<file path="config.mk">
export PLATFORM = sky130hd
export DESIGN_NAME = ps2_keyboard
export DESIGN_NICKNAME = d
export VERILOG_FILES = /design/src/rtl/ps2_keyboard.sv
export SDC_FILE = /design/constraint.sdc
export NUM_CORES = 1
export LEC_CHECK = 0
export CORE_ASPECT_RATIO = 0.5
export CORE_MARGIN = 5
export CORE_UTILIZATION = 60
export CTS_CLUSTER_DIAMETER = 100
export DETAILED_ROUTE_END_ITERATION = 6
export GPL_TIMING_DRIVEN = 0
export PLACE_DENSITY = 0.89
export SLEW_MARGIN = 30
export SYNTH_ARGS = -nofsm -noshare
export SYNTH_HDL_FRONTEND = slang
export SYNTH_SLANG_ARGS = --single-unit
</file>
<file path="constraint.sdc">
create_clock -name clock -period 4.8 [get_ports clock]
set_clock_uncertainty 0.05 [all_clocks]
set_input_delay 0.48 -clock clock [delete_from_list [all_inputs] [get_ports clock]]
set_output_delay 0.48 -clock clock [all_outputs]
set_load 0.005 [all_outputs]
</file>
<file path="src/rtl/ps2_keyboard.sv">
// PS/2 keyboard front end: deserialises set-2 scan codes and presents the Hack code of the held key.
// Latency: out/strobe update one cycle after the stop bit is sampled (about 5 clocks after the raw edge).
// Backpressure: none; the keyboard register downstream must accept every strobe.
//
// Ports:
//   clock      system clock, all state on the rising edge
//   reset      synchronous, active-high
//   ps2_clk    raw PS/2 clock, asynchronous to clock
//   ps2_data   raw PS/2 data, asynchronous to clock
//   out        Hack key code of the held key, 0 when none (bits 15:8 always 0)
//   strobe     one-cycle pulse whenever out changes value
//   frame_err  one-cycle pulse on a parity, stop or timeout error
//
// Build option: define SHIFT_TRACK_EN to track the shift keys.
// With it, letters map to lower/upper case and digits map to US symbols.
module ps2_keyboard #(
    parameter int FILTER_LEN     = 4,
    parameter int TIMEOUT_CYCLES = 50000
) (
    input  logic        clock,
    input  logic        reset,
    input  logic        ps2_clk,
    input  logic        ps2_data,
    output logic [15:0] out,
    output logic        strobe,
    output logic        frame_err
);

    localparam int FCW = (FILTER_LEN > 1) ? $clog2(FILTER_LEN) : 1;
    localparam int TCW = (TIMEOUT_CYCLES > 1) ? $clog2(TIMEOUT_CYCLES + 1) : 1;

    typedef enum logic [1:0] {
        S_IDLE,
        S_DATA,
        S_PARITY,
        S_STOP
    } state_t;

    // ------------------------------------------------------------------
    // Synchroniser and glitch filter
    // ------------------------------------------------------------------
    logic           clk_s1_q, clk_s2_q;
    logic           dat_s1_q, dat_s2_q;
    logic           filt_q;
    logic [FCW-1:0] filt_cnt_q;
    logic           fall_q;     // one-cycle pulse on a filtered falling edge
    logic           bit_q;      // data bit captured at that edge

    always_ff @(posedge clock) begin
        if (reset) begin
            clk_s1_q   <= 1'b1;
            clk_s2_q   <= 1'b1;
            dat_s1_q   <= 1'b1;
            dat_s2_q   <= 1'b1;
            filt_q     <= 1'b1;
            filt_cnt_q <= '0;
            fall_q     <= 1'b0;
            bit_q      <= 1'b0;
        end else begin
            clk_s1_q <= ps2_clk;
            clk_s2_q <= clk_s1_q;
            dat_s1_q <= ps2_data;
            dat_s2_q <= dat_s1_q;
            fall_q   <= 1'b0;
            if (clk_s2_q == filt_q) begin
                filt_cnt_q <= '0;
            end else if (int'(filt_cnt_q) >= FILTER_LEN - 1) begin
                // FILTER_LEN consecutive samples disagreed with the filtered level
                filt_q     <= clk_s2_q;
                filt_cnt_q <= '0;
                if (!clk_s2_q) begin
                    fall_q <= 1'b1;
                    bit_q  <= dat_s2_q;
                end
            end else begin
                filt_cnt_q <= filt_cnt_q + 1'b1;
            end
        end
    end

    // ------------------------------------------------------------------
    // Frame FSM: start, 8 data bits LSB first, odd parity, stop
    // ------------------------------------------------------------------
    state_t         state_q;
    logic [7:0]     data_sr_q;
    logic [2:0]     bit_cnt_q;
    logic [TCW-1:0] timer_q;
    logic           frame_err_q;
    logic           byte_done;

    always_ff @(posedge clock) begin
        if (reset) begin
            state_q     <= S_IDLE;
            data_sr_q   <= '0;
            bit_cnt_q   <= '0;
            timer_q     <= '0;
            frame_err_q <= 1'b0;
        end else begin
            frame_err_q <= 1'b0;
            if (fall_q) begin
                // Timer counts cycles since the edge, the edge cycle included
                timer_q <= TCW'(1);
                case (state_q)
                    S_IDLE: begin
                        // A high "start bit" while idle is treated as line noise
                        if (!bit_q) begin
                            state_q   <= S_DATA;
                            bit_cnt_q <= '0;
                        end
                    end
                    S_DATA: begin
                        data_sr_q <= {bit_q, data_sr_q[7:1]};
                        if (bit_cnt_q == 3'd7) begin
                            state_q <= S_PARITY;
                        end else begin
                            bit_cnt_q <= bit_cnt_q + 3'd1;
                        end
                    end
                    S_PARITY: begin
                        if (^{data_sr_q, bit_q}) begin
                            state_q <= S_STOP;
                        end else begin
                            state_q     <= S_IDLE;
                            frame_err_q <= 1'b1;
                        end
                    end
                    S_STOP: begin
                        state_q <= S_IDLE;
                        if (!bit_q) begin
                            frame_err_q <= 1'b1;
                        end
                    end
                    default: state_q <= S_IDLE;
                endcase
            end else if (state_q != S_IDLE) begin
                if (int'(timer_q) >= TIMEOUT_CYCLES - 1) begin
                    state_q     <= S_IDLE;
                    frame_err_q <= 1'b1;
                    timer_q     <= '0;
                end else begin
                    timer_q <= timer_q + 1'b1;
                end
            end else begin
                timer_q <= '0;
            end
        end
    end

    // A good byte completes in the cycle its stop bit is sampled
    assign byte_done = fall_q && (state_q == S_STOP) && bit_q;

    // ------------------------------------------------------------------
    // Scan code set 2 -> Hack code
    // ------------------------------------------------------------------
    function automatic logic [7:0] base_code(input logic ext, input logic [7:0] code);
        logic [7:0] k;
        k = 8'h00;
        if (ext) begin
            case (code)
                8'h6B:   k = 8'd130;
                8'h75:   k = 8'd131;
                8'h74:   k = 8'd132;
                8'h72:   k = 8'd133;
                8'h6C:   k = 8'd134;
                8'h69:   k = 8'd135;
                8'h7D:   k = 8'd136;
                8'h7A:   k = 8'd137;
                8'h70:   k = 8'd138;
                8'h71:   k = 8'd139;
                default: k = 8'h00;
            endcase
        end else begin
            case (code)
                8'h1C: k = 8'h41; 8'h32: k = 8'h42; 8'h21: k = 8'h43; 8'h23: k = 8'h44;
                8'h24: k = 8'h45; 8'h2B: k = 8'h46; 8'h34: k = 8'h47; 8'h33: k = 8'h48;
                8'h43: k = 8'h49; 8'h3B: k = 8'h4A; 8'h42: k = 8'h4B; 8'h4B: k = 8'h4C;
                8'h3A: k = 8'h4D; 8'h31: k = 8'h4E; 8'h44: k = 8'h4F; 8'h4D: k = 8'h50;
                8'h15: k = 8'h51; 8'h2D: k = 8'h52; 8'h1B: k = 8'h53; 8'h2C: k = 8'h54;
                8'h3C: k = 8'h55; 8'h2A: k = 8'h56; 8'h1D: k = 8'h57; 8'h22: k = 8'h58;
                8'h35: k = 8'h59; 8'h1A: k = 8'h5A;
                8'h45: k = 8'h30; 8'h16: k = 8'h31; 8'h1E: k = 8'h32; 8'h26: k = 8'h33;
                8'h25: k = 8'h34; 8'h2E: k = 8'h35; 8'h36: k = 8'h36; 8'h3D: k = 8'h37;
                8'h3E: k = 8'h38; 8'h46: k = 8'h39;
                8'h29: k = 8'd32;
                8'h5A: k = 8'd128;
                8'h66: k = 8'd129;
                8'h76: k = 8'd140;
                8'h05: k = 8'd141; 8'h06: k = 8'd142; 8'h04: k = 8'd143; 8'h0C: k = 8'd144;
                8'h03: k = 8'd145; 8'h0B: k = 8'd146; 8'h83: k = 8'd147; 8'h0A: k = 8'd148;
                8'h01: k = 8'd149; 8'h09: k = 8'd150; 8'h78: k = 8'd151; 8'h07: k = 8'd152;
                default: k = 8'h00;
            endcase
        end
        return k;
    endfunction

`ifdef SHIFT_TRACK_EN
    // Letters drop to lower case without shift; digits become US symbols with it
    function automatic logic [7:0] apply_shift(input logic [7:0] k, input logic shifted);
        logic [7:0] r;
        r = k;
        if (k >= 8'h41 && k <= 8'h5A && !shifted) begin
            r = k + 8'h20;
        end else if (k >= 8'h30 && k <= 8'h39 && shifted) begin
            case (k)
                8'h30:   r = 8'h29;  // )
                8'h31:   r = 8'h21;  // !
                8'h32:   r = 8'h40;  // @
                8'h33:   r = 8'h23;  // #
                8'h34:   r = 8'h24;  // $
                8'h35:   r = 8'h25;  // %
                8'h36:   r = 8'h5E;  // ^
                8'h37:   r = 8'h26;  // &
                8'h38:   r = 8'h2A;  // *
                8'h39:   r = 8'h28;  // (
                default: r = k;
            endcase
        end
        return r;
    endfunction
`endif

    // ------------------------------------------------------------------
    // Make/break decoder
    // ------------------------------------------------------------------
    logic [7:0] out_q, out_d;
    logic       strobe_q, strobe_d;
    logic       ext_q, ext_d;
    logic       brk_q, brk_d;
    logic [7:0] key;
`ifdef SHIFT_TRACK_EN
    logic       shift_q, shift_d;
    logic [8:0] held_q, held_d;     // {extended, scan code} of the key behind out
    logic       is_shift;
`endif

    always_comb begin
        key      = base_code(ext_q, data_sr_q);
        out_d    = out_q;
        strobe_d = 1'b0;
        ext_d    = ext_q;
        brk_d    = brk_q;
`ifdef SHIFT_TRACK_EN
        shift_d  = shift_q;
        held_d   = held_q;
        is_shift = !ext_q && (data_sr_q == 8'h12 || data_sr_q == 8'h59);
        if (!ext_q) begin
            key = apply_shift(key, shift_q);
        end
`endif
        if (byte_done) begin
            if (data_sr_q == 8'hE0) begin
                ext_d = 1'b1;
            end else if (data_sr_q == 8'hF0) begin
                brk_d = 1'b1;
            end else begin
                ext_d = 1'b0;
                brk_d = 1'b0;
`ifdef SHIFT_TRACK_EN
                if (is_shift) begin
                    shift_d = !brk_q;
                end else if (brk_q) begin
                    // Match on the physical key so a shift change between make
                    // and break still releases it
                    if (out_q != 8'h00 && held_q == {ext_q, data_sr_q}) begin
                        out_d    = 8'h00;
                        strobe_d = 1'b1;
                    end
                end else if (key != 8'h00) begin
                    held_d   = {ext_q, data_sr_q};
                    out_d    = key;
                    strobe_d = (key != out_q);
                end
`else
                if (brk_q) begin
                    if (key != 8'h00 && key == out_q) begin
                        out_d    = 8'h00;
                        strobe_d = 1'b1;
                    end
                end else if (key != 8'h00) begin
                    out_d    = key;
                    strobe_d = (key != out_q);
                end
`endif
            end
        end
    end

    always_ff @(posedge clock) begin
        if (reset) begin
            out_q    <= 8'h00;
            strobe_q <= 1'b0;
            ext_q    <= 1'b0;
            brk_q    <= 1'b0;
`ifdef SHIFT_TRACK_EN
            shift_q  <= 1'b0;
            held_q   <= '0;
`endif
        end else begin
            out_q    <= out_d;
            strobe_q <= strobe_d;
            ext_q    <= ext_d;
            brk_q    <= brk_d;
`ifdef SHIFT_TRACK_EN
            shift_q  <= shift_d;
            held_q   <= held_d;
`endif
        end
    end

    assign out       = {8'h00, out_q};
    assign strobe    = strobe_q;
    assign frame_err = frame_err_q;

endmodule

</file>
* After elaboration in Yosys (flattened, before gate mapping)
Memories as Yosys holds them, arrays and structs flattened. A register that Yosys moved wholly into a read port is not among the register bits. Cells that the tools add are included.
Cells by class: div/mod/pow operators 0, equality and inequality tests 25, shifts and indexed selects 0, multipliers 0, magnitude comparators 2, add/sub/neg operators 3, mux-type cells 33, bitwise gates (word level) 7, reductions and logical operators 23
Operator list (number):
- == test 8 x 7 -> 1 bit, second input constant | 10
- one-hot mux 8 bit (10 select lines) | 1
- two-way mux 8 bit | 6
- adder 16 x 1 -> 16 bit, second input constant | 1
- == test 8 bit, second input constant | 2
- greater-or-equal comparator 16 bit, second input constant | 1
- two-way mux 1 bit | 15
- two-way mux 2 bit | 6
- nonzero test 2 bit | 5
- parity 9 bit | 1
- == test 8 bit | 1
- inequality test 8 bit | 1
- one-hot mux 2 bit (4 select lines) | 1
- AND reduction 2 bit | 4
- AND reduction 4 bit | 2
- nonzero test 8 bit | 1
- OR reduction 4 bit | 2
- inverter 1 bit | 7
- two-way mux 3 bit | 2
- inequality test 2 bit, second input constant | 3
- inequality test 3 bit, second input constant | 2
- one-hot mux 3 bit (2 select lines) | 1
- OR reduction 3 bit | 2
- AND reduction 5 bit | 1
- other kinds (12) | 15
Storage, ports and cells: memory bits (writable) 0, output and inout port bits 18, ROM bits 2048, latch bits 0, memories kept 1, word-level logic and storage cells 112, bits in registers 50, input port bits 4
Memory list:
- (name not given) | depth 256, bits a word 8, read ports 1, clocked after Yosys merged registers in 1, wr ports 0, line 173 | case (code)

* Longest topological paths before layout
depth after elaboration 7, gate-level depth with buffers 14, depth with buffers taken out 11

* Least setup slack after synthesis
OpenSTA, ideal clock, no wires.
path type reg-to-reg, from register data_sr_q[2], to register with a tool-made name, setup time 0.103 ns, period minus slack after synthesis 2.652 ns, setup slack 2.148 ns, data required time 4.647 ns, cell stages (with the launch flop) 10, arrival 2.499 ns, cell sequence dfxtp_1 -> buf_2 -> buf_1 -> nand2_1 -> a21oi_1 -> ha_1 -> nand2_1 -> a21boi_0 -> mux4_2 -> a2111oi_2
RTL lines:
- from (decl) | line 85 | logic [7:0] data_sr_q;
- from (signal assigned) | line 112 | data_sr_q <= {bit_q, data_sr_q[7:1]};

==> reports/metrics.csv <==
metric,value,unit
outcome,"complete, no violations",
final_max_slew_viol_count,0,
fillers,523,
swShare,0.192,
start_kind,flip-flop,
antenna_found_initial,0,
synth-edff-count,0,
num_rows,21,
vias,4274,
multi_input_area,2750,sq um
setup_viol,0,
critPathTopFamily,compound AO/OA/AOI/OAI gates,
synthFlopType,dfxtp_1,
regArea,1160,sq um
avgSynthCellArea,7.80,sq um
htreeDepth,3,
area_delta_synth_final,13.9,%
cellPowerDensity,249,nW/um^2
critical_path.cell_chain,"buf_2, buf_1, nand2_1, a21oi_1, ha_1, inv_1, nor3_1, a21oi_1, o221ai_1, nand3_1, a221oi_1",
layout_commonest_cell,dfxtp_1,
clockRootBuffer,clkbuf_16,
core,6780,sq um
p_int,0.975,mW
layoutNonFillerInstCount,673,
wl_per_cell,17.4,um
crit_type,reg -> reg,
crit_path_max_fanout,10,
die-area,8980,sq um
yosysSeqAreaShare,0.273,
ys_ff_latch,58,
cts_buffer_depth,2,
final_cell_mix,"dfxtp_1, nand2_1, nor2_1",
hold_viol_final,0,
post-route-min-period,3750,ps
hp-class,reg -> reg,
fin_crit_sh,0.781,
globalRouteOverflowTotal,0,
p_clk_frac,0.581,
worst_pin_slew,845,ps
synth.top_cell.area_share,0.273,
critPathArrivalTime,3870,ps
io_pins,22,
max_stage_delay,700,ps
maxCapViolCount,0,
worstSetupEndpointType,flip-flop,
critPathSlowestCell,a21oi_1,
combPwrFrac,0.018,
drtAntennaViolNets,0,
wl,11.7,mm
grt_usage,0.262,
clkSinkCount,58,
async_reset_ff_frac,0,
power_frac_seq,0.401,
yosysTopAreaCell,dfxtp_1,
cts_tree,done,
cts_buffers,9,
synth_area,4260,sq um
start_util,0.628,
die_x,129,um
portBuffers,12,
worst_ir_drop_vdd,0.216,mV
syn_inst,546,
post_cts_buffers,0,
p_switching,0.232,mW
clk_latency,320,ps
synth_area_leaders,"dfxtp_1, nand2_1, nor2_1",
dp_hpwl,8.48,mm
drc_errors,0,
cts_resized,0,
grt_pass1_wl,18.9,mm
clkTransAtPathRegs,50,ps
grt_start_max_net_pins,11,
cp.buffers_inverters,3,
path_common_cell,a21oi_1,
grt_setup_unrepaired,no,
gp_congestion,0.990,
p_leak,1.84,nW
fin_util,0.715,
clock.fmax,267,MHz
drt_iter0_drc,498,
grt_pass1_vias,3794,
vias_per_cell,6.35,
ys_types,83,
slew_headroom,0.436,
die_y,69.6,um
post-place-cells,657,
fin_nets,591,
final.setup.tns,0,ps
ctsHoldBuffers,0,
drive_gt1_frac,0.129,
diodes,0,
ys.warnings.count,0,
dr.pass1.iters,5,
cp.required,4920,ps
worst reg2reg max path, stage by stage, from the launching register on:
cell and delay, ps:
dfxtp_1 320, buf_2 210, buf_1 340, nand2_1 130, a21oi_1 700, ha_1 480, inv_1 160, nor3_1 280
a21oi_1 110, o221ai_1 210, nand3_1 120, a221oi_1 480
cells in the mapped netlist, types with 4 or more instances:
master,number
inv_1,17
mux2i_1,9
o221ai_1,4
dfxtp_1,58
nor3b_1,4
o31ai_1,13
nand2b_1,8
xnor2_1,14
clkbuf_1,17
nor3_1,14
buf_4,13
or3_1,5
o21ai_0,18
and3_1,7
nand2_1,54
ha_1,11
a211oi_1,5
nor4_1,4
o211ai_1,7
a221oi_1,4
xor2_1,12
a31oi_1,14
nand4_1,5
or2_2,5
nor2_1,53
buf_6,4
a21boi_0,4
nor2b_1,6
buf_2,17
a31o_2,5
nand3_1,20
a21oi_1,31
logic make-up (layout without fill, tap and decap cells):
group,after synthesis,in the layout,share of synthesized area
other,1,8,0.000881
buffers and inverters,73,101,0.0882
adders and majority gates,11,11,0.0323
muxes,14,14,0.0370
xor gates and xnor gates,27,27,0.0588
and+or+nand+nor,212,212,0.261
DFF,58,58,0.273
AOI/OAI and AO/OA,150,150,0.249
cell type report:
cell class                 count  area share
buffer                        52      0.0609
clock buffer                  12      0.0529
clock inverter                 4      0.0152
inverter                      21      0.0165
multi-input combinational    422       0.566
sequential                    58       0.239
tap                           92      0.0237
timing repair buffer          12      0.0248
routing by layer:
layer / track usage / wire length, um / up-vias
met2: 0.385 / 5030 / 238
met4: 0.100 / 385 / 0
met1: 0.355 / 5150 / 1959
li1: - / - / 2032
met3: 0.0846 / 1120 / 45
met5: 0 / 0 / -
worst paths after layout:
path         cells after the start   endpoint  slack [ps]          from
max                             11  flip-flop        1050  data_sr_q[2]
min                              1   clk_s2_q         360      clk_s1_q
max reg2reg                     11  flip-flop        1050  data_sr_q[2]
min reg2reg                      1   clk_s2_q         360      clk_s1_q
stage by stage:
| stage | area [sq um] | worst slack, ps | hold slack, ps | total power [mW] |
|---|---|---|---|---|
| floorplan | 4280 | 2150 | 339 | 0.509 |
| global placement | 4520 | 1150 | 341 | 0.515 |
| detailed placement | 4520 | 1230 | 347 | 0.515 |
| CTS | 4850 | 1210 | 359 | 1.21 |
| global route | 4850 | 803 | 371 | 1.24 |
| finish | 4850 | 1050 | 359 | 1.21 |
power groups by stage:
stage               clock network, mW  registers, mW  logic, mW
floorplan                           0          0.494     0.0153
global route                    0.731          0.484     0.0237
detailed placement                  0          0.494     0.0206
CTS                             0.707          0.484     0.0209
finish                          0.701          0.484     0.0215
global placement                    0          0.494     0.0204
(Power assumes the default switching activity.)
